### src/rtl/fpmul_arb_pkg.sv
// Shared types and constants for the two-requester FPmul arbiter.
// Optional feature macro: FPMUL_ARB_PERF_EN (performance counters).
package fpmul_arb_pkg;

    localparam int NREQ  = 2;
    localparam int ID_W  = 1;
    localparam int CNT_W = 16;
    localparam int FP_W  = 32;

    typedef struct packed {
        logic            valid;
        logic [ID_W-1:0] id;
    } tag_t;

endpackage

### src/rtl/fpmul_arbiter_if.sv
// Requester-side handshake and result bus of the FPmul arbiter.
interface fpmul_arbiter_if;
    import fpmul_arb_pkg::*;

    logic            vin0;
    logic            vin1;
    logic [FP_W-1:0] a0;
    logic [FP_W-1:0] b0;
    logic [FP_W-1:0] a1;
    logic [FP_W-1:0] b1;
    logic            ready0;
    logic            ready1;
    logic [FP_W-1:0] dout;
    logic            vout0;
    logic            vout1;

    modport master (
        output vin0, vin1, a0, b0, a1, b1,
        input  ready0, ready1, dout, vout0, vout1
    );

    modport slave (
        input  vin0, vin1, a0, b0, a1, b1,
        output ready0, ready1, dout, vout0, vout1
    );

endinterface

### src/rtl/fpmul_tag_pipe.sv
// Non-stalling shift register of {valid, id} tags that shadows the FPmul pipeline.
module fpmul_tag_pipe
    import fpmul_arb_pkg::*;
#(
    parameter int DEPTH = 5
) (
    input  logic clk,
    input  logic rst_n,
    input  logic flush,
    input  tag_t tag_in,
    output tag_t tag_out,
    output logic any_valid
);

    tag_t [DEPTH-1:0] stage_r;

    // Tag shift; flush drops every in-flight operation.
    always_ff @(posedge clk or negedge rst_n) begin
        if (!rst_n) begin
            stage_r <= '0;
        end else if (flush) begin
            stage_r <= '0;
        end else begin
            stage_r[0] <= tag_in;
            for (int i = 1; i < DEPTH; i++) begin
                stage_r[i] <= stage_r[i-1];
            end
        end
    end

    // OR of all stage valids.
    always_comb begin
        any_valid = 1'b0;
        for (int i = 0; i < DEPTH; i++) begin
            any_valid = any_valid | stage_r[i].valid;
        end
    end

    assign tag_out = stage_r[DEPTH-1];

endmodule

### src/rtl/fpmul_arbiter.sv
// Round-robin arbiter sharing one pipelined FPmul between two requesters.
// Optional feature macro: FPMUL_ARB_PERF_EN adds issue/conflict counters.
module fpmul_arbiter
    import fpmul_arb_pkg::*;
#(
    parameter int LAT = 4
) (
    input  logic             clk,
    input  logic             rst_n,
    input  logic             flush,
    fpmul_arbiter_if.slave   bus,
    output logic [FP_W-1:0]  fp_a,
    output logic [FP_W-1:0]  fp_b,
    input  logic [FP_W-1:0]  fp_z,
    output logic             busy
`ifdef FPMUL_ARB_PERF_EN
    ,
    output logic [CNT_W-1:0] issue_cnt0,
    output logic [CNT_W-1:0] issue_cnt1,
    output logic [CNT_W-1:0] conflict_cnt
`endif
);

    logic            ready0_s;
    logic            ready1_s;
    logic            accept_s;
    logic            prio_r;
    logic [FP_W-1:0] fp_a_r;
    logic [FP_W-1:0] fp_b_r;
    logic [FP_W-1:0] dout_r;
    logic            vout0_r;
    logic            vout1_r;
    logic            busy_r;
    logic            any_valid_s;
    tag_t            tag_in_s;
    tag_t            tag_out_s;

    // Grant: a lone requester wins, a tie goes to prio_r, flush blocks all.
    always_comb begin
        ready0_s = 1'b0;
        ready1_s = 1'b0;
        if (flush) begin
            ready0_s = 1'b0;
            ready1_s = 1'b0;
        end else if (bus.vin0 && bus.vin1) begin
            ready0_s = ~prio_r;
            ready1_s = prio_r;
        end else begin
            ready0_s = bus.vin0;
            ready1_s = bus.vin1;
        end
        accept_s       = (bus.vin0 & ready0_s) | (bus.vin1 & ready1_s);
        tag_in_s.valid = accept_s;
        tag_in_s.id    = ready1_s;
    end

    // Operand registers and priority; priority passes to the requester not served.
    always_ff @(posedge clk or negedge rst_n) begin
        if (!rst_n) begin
            fp_a_r <= {FP_W{1'b0}};
            fp_b_r <= {FP_W{1'b0}};
            prio_r <= 1'b0;
        end else if (accept_s) begin
            fp_a_r <= ready1_s ? bus.a1 : bus.a0;
            fp_b_r <= ready1_s ? bus.b1 : bus.b0;
            prio_r <= ready0_s;
        end else begin
            fp_a_r <= fp_a_r;
            fp_b_r <= fp_b_r;
            prio_r <= prio_r;
        end
    end

    fpmul_tag_pipe #(
        .DEPTH (LAT + 1)
    ) u_tag_pipe (
        .clk       (clk),
        .rst_n     (rst_n),
        .flush     (flush),
        .tag_in    (tag_in_s),
        .tag_out   (tag_out_s),
        .any_valid (any_valid_s)
    );

    // Result capture and routing; busy is held through the final result pulse.
    always_ff @(posedge clk or negedge rst_n) begin
        if (!rst_n) begin
            dout_r  <= {FP_W{1'b0}};
            vout0_r <= 1'b0;
            vout1_r <= 1'b0;
            busy_r  <= 1'b0;
        end else if (flush) begin
            vout0_r <= 1'b0;
            vout1_r <= 1'b0;
            busy_r  <= 1'b0;
        end else if (tag_out_s.valid) begin
            dout_r  <= fp_z;
            vout0_r <= (tag_out_s.id == 1'b0);
            vout1_r <= (tag_out_s.id == 1'b1);
            busy_r  <= any_valid_s;
        end else begin
            vout0_r <= 1'b0;
            vout1_r <= 1'b0;
            busy_r  <= any_valid_s;
        end
    end

`ifdef FPMUL_ARB_PERF_EN
    logic [CNT_W-1:0] issue_cnt0_r;
    logic [CNT_W-1:0] issue_cnt1_r;
    logic [CNT_W-1:0] conflict_cnt_r;

    // Wrapping event counters; flush deliberately leaves them alone.
    always_ff @(posedge clk or negedge rst_n) begin
        if (!rst_n) begin
            issue_cnt0_r   <= {CNT_W{1'b0}};
            issue_cnt1_r   <= {CNT_W{1'b0}};
            conflict_cnt_r <= {CNT_W{1'b0}};
        end else begin
            issue_cnt0_r   <= issue_cnt0_r + {{(CNT_W-1){1'b0}}, (accept_s & ready0_s)};
            issue_cnt1_r   <= issue_cnt1_r + {{(CNT_W-1){1'b0}}, (accept_s & ready1_s)};
            conflict_cnt_r <= conflict_cnt_r + {{(CNT_W-1){1'b0}}, (bus.vin0 & bus.vin1 & ~flush)};
        end
    end

    assign issue_cnt0   = issue_cnt0_r;
    assign issue_cnt1   = issue_cnt1_r;
    assign conflict_cnt = conflict_cnt_r;
`endif

    assign bus.ready0 = ready0_s;
    assign bus.ready1 = ready1_s;
    assign bus.dout   = dout_r;
    assign bus.vout0  = vout0_r;
    assign bus.vout1  = vout1_r;
    assign fp_a       = fp_a_r;
    assign fp_b       = fp_b_r;
    assign busy       = busy_r;

endmodule

### src/flat_wrapper.sv
// flat-port wrapper written by rule: the top's interface ports become plain ports
module fpmul_arbiter_flat import fpmul_arb_pkg::*;
#(
    parameter int LAT = 4
)
  (clk, rst_n, flush, fp_a, fp_b, fp_z, busy, bus_vin0, bus_vin1, bus_a0, bus_b0, bus_a1, bus_b1, bus_ready0, bus_ready1, bus_dout, bus_vout0, bus_vout1);
  fpmul_arbiter_if bus_i ();
  input  logic clk;
  input  logic rst_n;
  input  logic flush;
  output logic [FP_W-1:0] fp_a;
  output logic [FP_W-1:0] fp_b;
  input  logic [FP_W-1:0] fp_z;
  output logic busy;
  input wire logic [$bits(bus_i.vin0)-1:0] bus_vin0;
  input wire logic [$bits(bus_i.vin1)-1:0] bus_vin1;
  input wire logic [$bits(bus_i.a0)-1:0] bus_a0;
  input wire logic [$bits(bus_i.b0)-1:0] bus_b0;
  input wire logic [$bits(bus_i.a1)-1:0] bus_a1;
  input wire logic [$bits(bus_i.b1)-1:0] bus_b1;
  output wire logic [$bits(bus_i.ready0)-1:0] bus_ready0;
  output wire logic [$bits(bus_i.ready1)-1:0] bus_ready1;
  output wire logic [$bits(bus_i.dout)-1:0] bus_dout;
  output wire logic [$bits(bus_i.vout0)-1:0] bus_vout0;
  output wire logic [$bits(bus_i.vout1)-1:0] bus_vout1;
  assign bus_i.vin0 = bus_vin0;
  assign bus_i.vin1 = bus_vin1;
  assign bus_i.a0 = bus_a0;
  assign bus_i.b0 = bus_b0;
  assign bus_i.a1 = bus_a1;
  assign bus_i.b1 = bus_b1;
  assign bus_ready0 = bus_i.ready0;
  assign bus_ready1 = bus_i.ready1;
  assign bus_dout = bus_i.dout;
  assign bus_vout0 = bus_i.vout0;
  assign bus_vout1 = bus_i.vout1;
  fpmul_arbiter #(.LAT(LAT)) u_core (.clk(clk), .rst_n(rst_n), .flush(flush), .bus(bus_i), .fp_a(fp_a), .fp_b(fp_b), .fp_z(fp_z), .busy(busy));
endmodule
### config.mk
export PLATFORM = sky130hd
export DESIGN_NAME = fpmul_arbiter_flat
export DESIGN_NICKNAME = d
export VERILOG_FILES = /design/src/rtl/fpmul_arb_pkg.sv /design/src/rtl/fpmul_arbiter_if.sv /design/src/rtl/fpmul_tag_pipe.sv /design/src/rtl/fpmul_arbiter.sv /design/src/flat_wrapper.sv
export SDC_FILE = /design/constraint.sdc
export NUM_CORES = 1
export LEC_CHECK = 0
export CORE_MARGIN = 2
export CORE_UTILIZATION = 40
export DETAILED_ROUTE_END_ITERATION = 10
export PLACE_DENSITY = 0.81
export SETUP_SLACK_MARGIN = 0.02
export SLEW_MARGIN = 30
export SYNTH_ARGS = -nofsm -noshare
export SYNTH_HDL_FRONTEND = slang
export SYNTH_SLANG_ARGS = --single-unit
### constraint.sdc
create_clock -name clk -period 1.75 [get_ports clk]
set_clock_uncertainty 0.15 [all_clocks]
set_input_delay 0.35 -clock clk [delete_from_list [all_inputs] [get_ports clk]]
set_output_delay 0.35 -clock clk [all_outputs]
set_load 0.05 [all_outputs]
==> metrics.md <==
| Metric | Value |
|---|---|
| Area growth syn-to-layout | `65.52%` |
| Crit-path max FO | `3` |
| CP max stage delay | `450 ps` |
| Min Tclk post-route | `1751 ps` |
| Top cells by area in the synthesized netlist | `dfrtp_1, o2111ai_1, a31oi_1` |
| DP HPWL | `12.47 mm` |
| WL per Instance | `18.83 um` |
| Layout cells sized above 1 | `25.78%` |
| NetSw | `3.249 mW` |
| Fin Setup TNS | `-1.277 ps` |
| Synthesized cell area | `5131 um2` |
| Post-synth top cells | `dfrtp_1, nor2_1, a31oi_1, o2111ai_1, o21ai_1` |
| CP Buf/Inv Count | `1` |
| Total gr overflow | `0` |
| Crit end category | `output port` |
| Area of the multi-input gates | `2048 um2` |
| Final hold viol count | `0` |
| Post-synth top area share | `53.65%` |
| Ys async rst share | `100.0%` |
| Delay-heaviest family, CP | `flip-flops` |
| Rel. slew slack | `70.12%` |
| Status | `finished with violations` |
| Count leader, synth | `dfrtp_1` |
| Flop2flop setup slack | `190 ps` |
| Die area | `13750 um2` |
| Port bufs | `265` |
| Overall Global Routing Usage | `23.79%` |
| WP data arrival | `1250 ps` |
| Via count | `5107` |
| Worst-path clk slew | `80 ps` |
| Net switching share of the total power | `38.20%` |
| Router iterations before antenna repair | `5` |
| Htree depth | `3` |
| Synth cell types | `23` |
| Worst vdd ir | `0.4455 mV` |
| Clock latency on the worst-skew pair | `350 ps` |
| CTS buffer count | `9` |
| Pin count of the biggest net entering global routing | `77` |
| Nets | `893` |
| Syn Area/Cell | `10.65 um2` |
| Ys Warns | `0` |
| Final Total Pwr | `8.507 mW` |
| Fraction of power consumed by sequential logic | `36.7%` |
| Core area | `12570 um2` |
| Site row count | `41` |
| Starting Density | `40.83%` |
| F_max | `571.0 MHz` |
| Vias/cell | `5.637` |
| CTS Root Cell | `clkbuf_16` |
| Routed WL | `17.06 mm` |
| Worst-path cell chain | `a211oi_4 > buf_12` |
| Starting DRT DRC Count | `389` |
| Fill cell count | `941` |
| Initial antenna violation count | `1` |
| DP Worst Slack | `-251.2 ps` |
| Post-Syn Instances | `482` |
| Vias in the first global route | `4730` |
| Proportion of synthesized chip area in sequential cells | `53.65%` |
| Die Y | `117.3 um` |
| DRC violations left | `0` |
| PwrDens | `1002 nW/um2` |
| Register area | `2754 um2` |
| Area leader, netlist | `dfrtp_1` |
| Min Hold Slack | `264.5 ps` |
| GP Congestion | `0.8304` |
| Final cycle utilization of the critical path | `100.1%` |
| Max-slew violations | `0` |
| Main synth FF type | `dfrtp_1` |
| CTS tree | `done` |
| First-pass GRT wire length | `25.23 mm` |
| Maxcap violations | `0` |
| Num ports | `266` |
| Post-DRT Antenna Nets | `0` |
| Synth Net Count | `647` |
| Setup ws final | `-1.277 ps` |
| Lkg Pwr | `3.481 nW` |
| Worst EP required | `1250 ps` |
| Clock buffer depth | `2` |
| Post-synth EDFFs | `0` |
| # placed instances | `886` |
| Synthesized flop and latch total | `110` |
| WS Path Type | `reg -> out` |
| Final setup viols | `1` |
| Die W | `117.3 um` |
| RSZ-0062 raised after global routing | `yes` |
| Comb pwr share | `38.7%` |
| Hold Crit Class | `reg -> reg` |
| Failing checks | `negative setup slack` |
| Least-Margin Pin Slew | `448.2 ps` |
| Max stage delay cell, worst path | `dfrtp_2` |
| Fin cells | `906` |
| CTS sink cnt | `110` |
| Int Pwr | `5.258 mW` |
| Startpoint types | `flip-flop` |
| Clock power share | `24.6%` |
[cell type report]
class | count | area share [%]
well taps | 172 | 2.534
diodes | 1 | 0.02946
inverters | 3 | 0.1326
multi-input cells | 309 | 24.12
clock inverters | 7 | 0.9576
flip-flops and latches | 110 | 32.42
repair buffers | 295 | 37.15
clock buffers | 9 | 2.652
[cells by family after synthesis]
| logic type | after synthesis | share of synthesized area (%) |
|---|---|---|
| compound gates | 196 | 25.68 |
| flops | 110 | 53.65 |
| simple gates | 81 | 6.730 |
| buf+inv | 63 | 6.925 |
| mux | 32 | 7.023 |
[placed cells by master (no fill, tap or decap), types with 9 or more instances in the layout]
| cell | n |
|---|---|
| o2111ai_1 | 64 |
| clkdlybuf4s50_1 | 160 |
| clkbuf_16 | 9 |
| dfrtp_1 | 109 |
| buf_4 | 88 |
| a31oi_1 | 64 |
| buf_12 | 43 |
| o21ai_1 | 35 |
| nor2b_1 | 9 |
| mux2_2 | 32 |
| o21ai_0 | 29 |
| nor2_1 | 66 |
[metal layers]
layer | track usage [%] | part of all wire (%) | vias up
met5 | 0 | 0 | -
met1 | 28.85 | 38 | 2454
li1 | - | - | 2338
met2 | 40.84 | 51 | 288
met4 | 7.843 | 1.7 | 0
met3 | 6.797 | 9.7 | 27
[per-stage QoR]
| stage | cell area (um2) | utilization [%] |
|---|---|---|
| 5_1_grt | 8493 | 67.58 |
| 3_3_place_gp | 8157 | 64.90 |
| 6_report | 8493 | 67.58 |
| 3_5_place_dp | 8157 | 64.90 |
| 4_1_cts | 8491 | 67.56 |
| 2_1_floorplan | 5146 | - |
[path summary, 6_finish.rpt]
path,cells past startpoint,from,end
hold / removal,1,u_core.u_tag_pipe.tag_out[0],u_core.bus.vout0
min in group asynchronous,3,rst_n,u_core.fp_b[22]
hold reg to reg,1,u_core.u_tag_pipe.tag_out[0],u_core.bus.vout0
setup reg to reg,4,u_core.prio_r,u_core.fp_a[22]
setup / recovery,2,u_core.prio_r,bus_ready0
max in group asynchronous,3,rst_n,u_core.fp_a[25]
[state kept, by name (all words and copies together) (netlist names)]
register                   flops
u_core.prio_r                  1
u_core.fp_a                   32
u_core.u_tag_pipe.stage_r      8
u_core.bus.dout               32
u_core.busy                    1
u_core.fp_b                   32
u_core.bus.vout1               1
u_core.bus.vout0               1
u_core.u_tag_pipe.tag_out      2
[power groups by stage]
stage | Combinational, mW | Clock (mW) | Sequential (mW)
after floorplan | 0.646 | 0 | 4.26
after global placement | 3.24 | 0 | 3.16
after detailed placement | 3.28 | 0 | 3.18
after CTS | 3.30 | 2.14 | 3.13
after global routing | 3.44 | 2.23 | 3.17
final | 3.29 | 2.09 | 3.12
[worst register-to-register path: cells and delay by family (launching register included)]
family	cells	cell delay, ps
flip-flops	1	430
buffers and inverters	2	520
AO/OA/AOI/OAI	2	390
[timing repair]
| action | in CTS | in global routing |
|---|---|---|
| endpoints found under the hold margin | 110 | 0 |
| hold buffers | 1 | 0 |
| resized for setup | 3 | 0 |
| buffers inserted | 2 | 0 |
| endpoints found under the setup margin | 2 | 2 |
| pin swaps | 1 | 0 |
Power figures use the tool's default switching activity.
